--- src/rtl/game_pkg.sv ---
// rtl/game_pkg.sv - shared state codes, widths and speed-curve helper for the dino game
package game_pkg;

  localparam int STATE_W = 3;
  localparam logic [3:0] LEVEL_MAX = 4'd15;

  typedef enum logic [STATE_W-1:0] {
    ST_IDLE  = 3'd0,
    ST_START = 3'd1,
    ST_RUN   = 3'd2,
    ST_PAUSE = 3'd3,
    ST_OVER  = 3'd4
  } state_t;

  // Widened product so a large level*step cannot wrap below the floor.
  function automatic logic [23:0] tick_period(input logic [23:0] base,
                                              input logic [23:0] step,
                                              input logic [23:0] floor_v,
                                              input logic [3:0]  lvl);
    logic [27:0] dec;
    dec = 28'(lvl) * 28'(step);
    if (dec >= {4'd0, base})
      return floor_v;
    else if ((base - dec[23:0]) < floor_v)
      return floor_v;
    else
      return base - dec[23:0];
  endfunction

endpackage

--- src/rtl/btn_debounce.sv ---
// rtl/btn_debounce.sv - button synchronizer, stability filter and rising-edge pulse
module btn_debounce #(
  parameter logic [19:0] DEBOUNCE_CYC = 20'd500_000
) (
  input  logic CLK,
  input  logic RST_N,
  input  logic btn_in,
  output logic pulse
);

  logic        sync1;
  logic        sync2;
  logic        stable;
  logic [19:0] cnt;

  always_ff @(posedge CLK or negedge RST_N) begin
    if (!RST_N) begin
      sync1  <= 1'b0;
      sync2  <= 1'b0;
      stable <= 1'b0;
      cnt    <= 20'd0;
      pulse  <= 1'b0;
    end else begin
      sync1 <= btn_in;
      sync2 <= sync1;
      pulse <= 1'b0;
      if (sync2 == stable) begin
        cnt <= 20'd0;
      end else if (cnt == DEBOUNCE_CYC) begin
        // Only an accepted press pulses; an accepted release is silent.
        stable <= sync2;
        cnt    <= 20'd0;
        pulse  <= sync2;
      end else begin
        cnt <= cnt + 20'd1;
      end
    end
  end

endmodule

--- src/rtl/game_sequencer.sv ---
// rtl/game_sequencer.sv - dino game run controller: FSM, shift tick, level and pause timeout
module game_sequencer
  import game_pkg::*;
#(
  parameter logic [23:0] TICK_BASE     = 24'd5_000_000,
  parameter logic [23:0] TICK_STEP     = 24'd250_000,
  parameter logic [23:0] TICK_MIN      = 24'd1_000_000,
  parameter logic [15:0] LEVEL_PTS     = 16'd50,
  parameter logic [19:0] DEBOUNCE_CYC  = 20'd500_000,
  parameter logic [31:0] PAUSE_TIMEOUT = 32'd500_000_000
) (
  input  logic               CLK,
  input  logic               RST_N,
  input  logic               btn_start,
  input  logic               btn_jump,
  input  logic               btn_pause,
  input  logic               game_over,
  output logic               shift_enable,
  output logic               jump_trigger,
  output logic               start_game,
  output logic               force_game_over,
  output logic [STATE_W-1:0] state,
  output logic [3:0]         level
);

  logic        start_p, jump_p, pause_p;
  state_t      st_q, st_d;
  logic [23:0] tick_q;
  logic [15:0] shift_cnt_q;
  logic [31:0] pause_cnt_q;
  logic        jump_pend_q;
  logic        do_shift, do_force, run_tick;

  btn_debounce #(.DEBOUNCE_CYC(DEBOUNCE_CYC)) u_db_start (
    .CLK(CLK), .RST_N(RST_N), .btn_in(btn_start), .pulse(start_p));
  btn_debounce #(.DEBOUNCE_CYC(DEBOUNCE_CYC)) u_db_jump (
    .CLK(CLK), .RST_N(RST_N), .btn_in(btn_jump), .pulse(jump_p));
  btn_debounce #(.DEBOUNCE_CYC(DEBOUNCE_CYC)) u_db_pause (
    .CLK(CLK), .RST_N(RST_N), .btn_in(btn_pause), .pulse(pause_p));

  assign state = st_q;

  always_comb begin
    st_d     = st_q;
    do_shift = 1'b0;
    do_force = 1'b0;
    run_tick = 1'b0;
    case (st_q)
      ST_IDLE:  if (start_p) st_d = ST_START;
      ST_START: st_d = ST_RUN;
      ST_RUN: begin
        if (game_over)           st_d = ST_OVER;
        else if (pause_p)        st_d = ST_PAUSE;
        else if (tick_q == 24'd0) do_shift = 1'b1;
        else                     run_tick = 1'b1;
      end
      ST_PAUSE: begin
        if (game_over)                                   st_d = ST_OVER;
        else if (start_p)                                st_d = ST_START;
        else if (pause_p)                                st_d = ST_RUN;
        else if (pause_cnt_q == PAUSE_TIMEOUT - 32'd1) begin
          do_force = 1'b1;
          st_d     = ST_OVER;
        end
      end
      ST_OVER:  if (start_p) st_d = ST_START;
      default:  st_d = ST_IDLE;
    endcase
  end

  // The START cycle itself counts as the first tick, so the first shift lands TICK_BASE after start_game.
  always_ff @(posedge CLK or negedge RST_N) begin
    if (!RST_N) begin
      st_q            <= ST_IDLE;
      tick_q          <= 24'd0;
      shift_cnt_q     <= 16'd0;
      pause_cnt_q     <= 32'd0;
      jump_pend_q     <= 1'b0;
      level           <= 4'd0;
      shift_enable    <= 1'b0;
      jump_trigger    <= 1'b0;
      start_game      <= 1'b0;
      force_game_over <= 1'b0;
    end else begin
      st_q            <= st_d;
      start_game      <= (st_d == ST_START);
      shift_enable    <= do_shift;
      jump_trigger    <= do_shift & (jump_pend_q | jump_p);
      force_game_over <= do_force;
      pause_cnt_q     <= (st_q == ST_PAUSE) ? pause_cnt_q + 32'd1 : 32'd0;

      if (st_d == ST_START) begin
        tick_q      <= TICK_BASE - 24'd1;
        level       <= 4'd0;
        shift_cnt_q <= 16'd0;
        jump_pend_q <= 1'b0;
      end else if (st_q == ST_START) begin
        tick_q <= tick_q - 24'd1;
      end else if (do_shift) begin
        tick_q      <= tick_period(TICK_BASE, TICK_STEP, TICK_MIN, level) - 24'd1;
        jump_pend_q <= 1'b0;
        if (shift_cnt_q == LEVEL_PTS - 16'd1) begin
          shift_cnt_q <= 16'd0;
          if (level != LEVEL_MAX) level <= level + 4'd1;
        end else begin
          shift_cnt_q <= shift_cnt_q + 16'd1;
        end
      end else begin
        if (run_tick) tick_q <= tick_q - 24'd1;
        if (st_q == ST_RUN && jump_p) jump_pend_q <= 1'b1;
      end
    end
  end

endmodule

--- config.mk ---
export PLATFORM = sky130hd
export DESIGN_NAME = game_sequencer
export DESIGN_NICKNAME = d
export VERILOG_FILES = /design/src/rtl/game_pkg.sv /design/src/rtl/btn_debounce.sv /design/src/rtl/game_sequencer.sv
export SDC_FILE = /design/constraint.sdc
export NUM_CORES = 1
export LEC_CHECK = 0
export BUFFER_PORTS_ARGS = -buffer_cell sky130_fd_sc_hd__buf_2
export CORE_AREA = 3 3 207 158
export DETAILED_ROUTE_END_ITERATION = 12
export DIE_AREA = 0 0 210 161
export GPL_TIMING_DRIVEN = 0
export PLACE_DENSITY_LB_ADDON = 0.08
export REMOVE_ABC_BUFFERS = 1
export SLEW_MARGIN = 10
export SYNTH_ARGS = -nofsm -noshare
export SYNTH_HDL_FRONTEND = slang
export SYNTH_SLANG_ARGS = --single-unit
export TNS_END_PERCENT = 100
--- constraint.sdc ---
create_clock -name CLK -period 5 [get_ports CLK]
set_input_delay 0.5 -clock CLK [delete_from_list [all_inputs] [get_ports CLK]]
set_output_delay 0.5 -clock CLK [all_outputs]
set_load 0.01 [all_outputs]
==> impl_metrics.yaml, run 1 <==
placed_design:
  place_hpwl_um: 14900
  routabilityCongestion: 0.748
  portBuffers: 16
  place_ws_ns: -1.25
grt:
  antenna_found_initial: 1
  grt_overflow: 0
  grt_max_degree: 83
  grt_pass1_vias: 6932
  grt_first_pass_wirelength_um: 37200
  track_usage_pct: 13.6
critical_path:
  cp.arrival_ns: 5.16
  cp_data_required_time_ns: 5.32
  critPathCaptureType: "flop"
  rrSetupSlack_ns: 0.16
  critPathLaunchType: "flop"
  cp_max_fo: 5
  critPathKind: "flop to flop"
floorplanning:
  dieArea_um2: 33800
  die_h_um: 161
  rows: 56
  core_area_um2: 31000
  ios: 17
  die_w_um: 210
  initial_core_util_pct: 29.6
pwr:
  total_leakage_power_nw: 4.49
  power_mw: 2.65
  p_per_area_nw_per_um2: 250
  ir_drop_v: 0.000234
final_layout:
  areaGrowthSynthToFinish_pct: 15.2
  final_util_pct: 34.1
  layout.nets: 1080
  insertedDiodeCount: 0
  final_layout_size_suffix_gt1_share_pct: 11.8
yosys:
  synth_flop_cell: "dfrtp_1"
  async_flop_share_pct: 100
  ys_ff_latch: 156
  syn-mean-instance-area_um2: 9.15
  yosys_warnings: 0
  ys_seq_area_share_pct: 42.5
  synth_cell_type_count: 82
  synthCells: 1004
  synth-edff-count: 0
  syn-cell-area_um2: 9180
status:
  status: "finished, final reports clean"
worst_hold_path:
  hold_class: "input port to async pin"
sta:
  fin_tns_setup_ns: 0
  period_minus_slack_ns: 4.84
  relSlewSlack_pct: 21.5
  finalClockSkew_ns: 0.00924
  tightest_slew_ns: 1.17
  setup_violations: 0
  worst_slack_ns: 0.162
  max_freq_mhz: 207
  hold_violations: 0
  holdWs_ns: 0.0675
  fin_crit_sh_pct: 96.8
  drv_slew: 0
clock_network:
  clk_pin_slew_ns: 0.07
  clock_sinks: 156
  cts.path.max_buffers: 2
  htreeDepth: 4
  cts_hold_buf: 0
  root_buffer: "clkbuf_16"
  numCtsBuffers: 17
  cts_tree: "built"
  clk-insertion-delay-late_ns: 0.43
routing:
  firstDrtPassIters: 5
  ant_nets: 0
  wl_um: 22500
  vias: 7150
  drcViolationCount: 0
  drtIter0Drc: 391
  avgRoutedWirePerCell_um: 15.4
  viasPerCell: 4.91
job:
  drv_cap: 0
==> placed cells by master (no fill, tap or decap), types with 4 or more instances in the layout <==
master and count:
and2_1 9, xnor2_1 43, and4_1 5, and3_1 24
nor3_1 30, or3_1 32, buf_4 23, or4_1 4
nor2_1 147, nor2b_1 13, o211ai_1 5, nor4b_1 6
clkbuf_16 17, nor4_1 7, a31oi_1 14, o21ai_1 6
ha_1 30, a21oi_1 44, dfrtp_1 152, or4b_2 6
inv_1 31, clkinv_2 5, nand3_1 52, nand4_1 21
buf_2 15, xor2_1 69, o21ai_0 47, nand2b_1 7
nand2_1 69, nor3b_1 10, o21a_1 4
==> routing by layer <==
layer / vias to the layer above / share of wire [%] / global-route usage [%]
li1: 3596 / - / -
met1: 3483 / 55 / 20.7
met2: 60 / 42 / 19.9
met3: 11 / 2.1 / 2.45
met4: 0 / 1.0 / 3.77
met5: - / 0 / 0
==> worst paths after layout <==
check                                startpoint                 to  depth (start not counted)
max in group asynchronous                 RST_N  u_db_pause.cnt[8]                          2
min in group CLK                      btn_pause   u_db_pause.sync1                          1
worst min register to register  u_db_jump.sync1    u_db_jump.sync2                          0
worst min-delay path                      RST_N         start_game                          1
worst max register to register         level[2]         tick_q[20]                         18
worst max-delay path                   level[2]         tick_q[20]                         18
==> metrics by stage <==
stage               instance area [um2]  std cells
finish                            10600       1456
global route                      10600       1456
CTS                               10400       1447
detailed placement                 9700       1401
global placement                   9650       1399
floorplan                          9060        977
==> where the power goes <==
group | leakage [nW] | internal (mW) | switching, mW
registers | 2.13 | 1.27 | 0.0115
clock network | 0.287 | 0.760 | 0.551
logic | 2.07 | 0.0140 | 0.0418
total | 4.49 | 2.04 | 0.604
==> Yosys cell counts (3+ instances only) <==
master | number | area share, %
a21oi_1 | 44 | 2.4
a31oi_1 | 14 | 0.95
and2_1 | 9 | 0.61
and3_1 | 24 | 1.6
and4_1 | 6 | 0.57
buf_2 | 6 | 0.33
clkbuf_1 | 16 | 0.65
dfrtp_1 | 156 | 43
fa_1 | 5 | 1.1
ha_1 | 32 | 4.4
inv_1 | 32 | 1.3
mux2_2 | 3 | 0.37
mux2i_1 | 4 | 0.44
nand2_1 | 72 | 2.9
nand2b_1 | 7 | 0.48
nand3_1 | 52 | 2.8
nand3b_1 | 3 | 0.25
nand4_1 | 21 | 1.4
nor2_1 | 147 | 6.0
nor2b_1 | 14 | 0.95
nor3_1 | 30 | 1.6
nor3b_1 | 11 | 0.90
nor4_1 | 7 | 0.48
nor4b_1 | 6 | 0.57
o211ai_1 | 5 | 0.41
o21a_1 | 4 | 0.33
o21ai_0 | 48 | 2.6
o21ai_1 | 5 | 0.27
or2_2 | 4 | 0.27
or3_1 | 32 | 2.2
or4_1 | 4 | 0.33
or4b_2 | 6 | 0.65
xnor2_1 | 45 | 4.3
xor2_1 | 70 | 6.7
==> layout make-up <==
class / instances / area, um2
Sequential cell: 156 / 3910
Fill cell: 3233 / 20500
Clock inverter: 11 / 119
Timing Repair Buffer: 41 / 305
Inverter: 34 / 140
Clock buffer: 21 / 460
Tap cell: 406 / 508
Multi-Input combinational cell: 787 / 5130
==> cell families (layout without fill, tap and decap cells) <==
group,Yosys count,after routing,share of synthesized area [%]
flip-flops,156,156,42.5
multiplexers,7,7,0.804
XOR/XNOR,116,116,11.1
adder cells (fa/ha/maj),38,38,5.56
buffers and inverters,61,107,2.88
AND/OR/NAND/NOR,468,468,26.3
AO/OA/AOI/OAI,158,158,10.8
==> flip-flops by register name (all words and copies together), names as in the netlist, 3 cells and up <==
register / cells
pause_cnt_q: 32
tick_q: 24
u_db_jump.cnt: 20
u_db_pause.cnt: 20
u_db_start.cnt: 20
shift_cnt_q: 16
level: 4
state: 3
==> what timing repair did <==
action | CTS | global route
endpoints found under the hold margin | 0 | 0
endpoints found under the setup margin | 14 | 6
resized for setup | 12 | 18
buffers inserted | 14 | 9
pin swaps | 5 | 10
==> critical path, stage by stage (launching register included) <==
cell,delay (ns)
dfrtp_4,0.51
fa_2,0.60
fa_1,0.45
ha_4,0.32
o21ai_1,0.08
or4b_1,0.47
nand4_1,0.15
nor2b_2,0.15
o2111a_2,0.25
o41ai_4,0.08
buf_4,0.17
nand2_2,0.09
ha_4,0.18
nand2_4,0.07
or2_4,0.25
a2111oi_4,0.35
and4_4,0.28
xnor2_1,0.09
a21o_1,0.19
Power figures use the tool's default switching activity.
==> run 2: changes to the inputs <==
--- a/config.mk
+++ b/config.mk
@@ -6,9 +6,11 @@
 export NUM_CORES = 1
 export LEC_CHECK = 0
 export BUFFER_PORTS_ARGS = -buffer_cell sky130_fd_sc_hd__buf_2
-export CORE_AREA = 3 3 207 158
+export CELL_PAD_IN_SITES_DETAIL_PLACEMENT = 1
+export CELL_PAD_IN_SITES_GLOBAL_PLACEMENT = 1
+export CORE_AREA = 3 3 200 163
 export DETAILED_ROUTE_END_ITERATION = 12
-export DIE_AREA = 0 0 210 161
+export DIE_AREA = 0 0 203 166
 export GPL_TIMING_DRIVEN = 0
 export PLACE_DENSITY_LB_ADDON = 0.08
 export REMOVE_ABC_BUFFERS = 1
==> run 2 against run 1 <==
Against the previous run:
- setup slack got worse by 0.018 ns
- clock power rose by 5%
- power rose by 2.8%
- critical path depth is the same
- sequential power is essentially flat
- wire length up 5.6%
- flip-flop and latch count unchanged
==> impl_metrics.yaml, run 2 (synthesis gave the netlist of run 1 again) <==
status:
  status: "finished, final reports clean"
pwr:
  p_seq_share_pct: 47.1
  total_leakage_power_nw: 4.53
  p_switching_mw: 0.597
  p_clk_share_pct: 50.7
  switching_share_pct: 21.9
  p_per_area_nw_per_um2: 255
  ir_drop_v: 0.000198
  share_comb_of_total_power_pct: 2.2
  p_int_mw: 2.13
  power_mw: 2.72
routing:
  vias: 7236
  avgRoutedWirePerCell_um: 16.2
  met1_length_um: 12900
  wl_met2_um: 10000
  wl_um: 23700
  met3WireLength_um: 566
  top_layer: "met4"
  drtIter0Drc: 239
  drcViolationCount: 0
  ant_nets: 0
  firstDrtPassIters: 4
  viasPerCell: 4.93
critical_path:
  max_stage_delay_ns: 0.60
  cp.arrival_ns: 5.18
  path_cells: "fa_2 > fa_1 > ha_4 > o21ai_0 > or4b_1 > nand4_1 > nor2b_1 > o2111a_2 > o41ai_4 > buf_4 > nand2_2 > ha_4 > nand2_2 > or2_4 > a2111oi_4 > and4_4 > xnor2_1 > a21o_1"
  critPathCapture: "tick_q[20]"
  crit_slowest_cell: "fa_2"
  rrSetupSlack_ns: 0.14
  regToRegEndpoint: "tick_q[20]"
  critPathCaptureType: "flop"
  critPathLaunch: "level[1]"
  cp_data_required_time_ns: 5.32
  r2r-start: "level[1]"
  cp_max_fo: 4
  critPathKind: "flop to flop"
  r2r_cells: 18
  critPathLaunchType: "flop"
sta:
  finalClockSkew_ns: 0.00838
  holdWs_ns: 0.168
  fin_crit_sh_pct: 97.1
  relSlewSlack_pct: 21.6
  tightest_slew_ns: 1.17
  worst_slack_ns: 0.143
  setup_violations: 0
  hold_violations: 0
  rsz0062_at_grt: "yes"
  period_minus_slack_ns: 4.86
  max_freq_mhz: 206
  drv_slew: 0
placed_design:
  place_hpwl_um: 16300
  place_ws_ns: -1.34
  dp_cells: 1409
  portBuffers: 16
  routabilityCongestion: 0.756
  place_area_um2: 9740
clock_network:
  cts_tree: "built"
  cts.path.max_buffers: 2
  clk_pin_slew_ns: 0.06
  root_buffer: "clkbuf_16"
  clk-insertion-delay-late_ns: 0.44
  clock_sinks: 156
  htreeDepth: 4
  numCtsBuffers: 17
job:
  drv_cap: 0
floorplanning:
  initial_core_util_pct: 30.2
  ios: 17
  core_area_um2: 30500
  rows: 57
  die_h_um: 166
  dieArea_um2: 33700
  die_w_um: 203
worst_hold_path:
  hold_path_depth: 1
  hold_class: "input port to flop"
final_layout:
  design_area_um2: 10700
  final_cell_mix: "dfrtp_1, nor2_1, nand2_1, xor2_1, nand3_1"
  areaGrowthSynthToFinish_pct: 16.4
  top_register: "pause_cnt_q"
  stdcell_count: 1467
  layout.nets: 1083
  largest_reg_flops: 32
  final_layout_size_suffix_gt1_share_pct: 12.3
  nFillCells: 3506
  mostFrequentLayoutCell: "dfrtp_1"
  layout_top_registers: "pause_cnt_q (32), tick_q (24)"
grt:
  grt_max_degree: 59
  grt_overflow: 0
  grt_pass1_vias: 7483
  grt_first_pass_wirelength_um: 40500
  track_usage_pct: 14.7
  antenna_found_initial: 0
run 2: per-stage QoR:
| step | setup TNS (ns) | util (%) |
|---|---|---|
| 4_1_cts | 0 | 34.6 |
| 3_3_place_gp | -10.22 | 31.7 |
| 2_1_floorplan | -0.370 | - |
| 5_1_grt | -0.0767 | 35.1 |
| 6_report | 0 | 35.1 |
| 3_5_place_dp | -10.71 | 32.0 |
run 2: what timing repair did:
item	in CTS	in global routing
hold endpoints to repair	44	0
buffers inserted	14	10
setup endpoints to repair	16	6
cloned	0	0
gates resized for setup	16	18
hold buffers	1	0
pin swaps	5	11
run 2: layout make-up:
cell class              instances  area (um2)  share of cell area (%)
multi-input cells             787        5150                    48.1
flip-flops and latches        156        3910                    36.6
well taps                     413         517                    4.83
clock buffers                  22         484                    4.53
repair buffers                 44         350                    3.28
inverters                      34         144                    1.35
clock inverters                10         136                    1.28
diodes                          1        2.50                  0.0234
run 2: power groups by stage:
stage | logic [mW] | clock network (mW) | registers (mW)
CTS | 0.0639 | 1.44 | 1.28
floorplan | 0.0191 | 0 | 1.30
detailed placement | 0.0626 | 0 | 1.31
finish | 0.0593 | 1.38 | 1.28
global placement | 0.0561 | 0 | 1.31
global route | 0.0709 | 1.50 | 1.28
run 2: critical path, delay by kind of cell (launching register included):
family | cells | cell delay (ns)
adders and majority gates | 4 | 1.53
DFF | 1 | 0.46
buffers and inverters | 1 | 0.18
and+or+nand+nor | 7 | 1.49
xor gates and xnor gates | 1 | 0.10
AOI/OAI and AO/OA | 5 | 0.98
run 2: per-layer routing:
| metal | track usage (%) | vias to the layer above |
|---|---|---|
| met2 | 21.3 | 49 |
| met1 | 22.1 | 3573 |
| met3 | 3.47 | 13 |
| met4 | 3.04 | 0 |
| met5 | 0 | - |
| li1 | - | 3601 |
run 2: worst min-delay path by stage:
stage | from | end | slack (ns)
after floorplan | RST_N | force_game_over | 0.20
after detailed placement | u_db_jump.sync1 | u_db_jump.sync2 | 0.34
final | btn_jump | u_db_jump.sync1 | 0.17
after global placement | u_db_jump.sync1 | u_db_jump.sync2 | 0.33
after CTS | btn_pause | u_db_pause.sync1 | 0.14
after global routing | btn_jump | u_db_jump.sync1 | 0.14
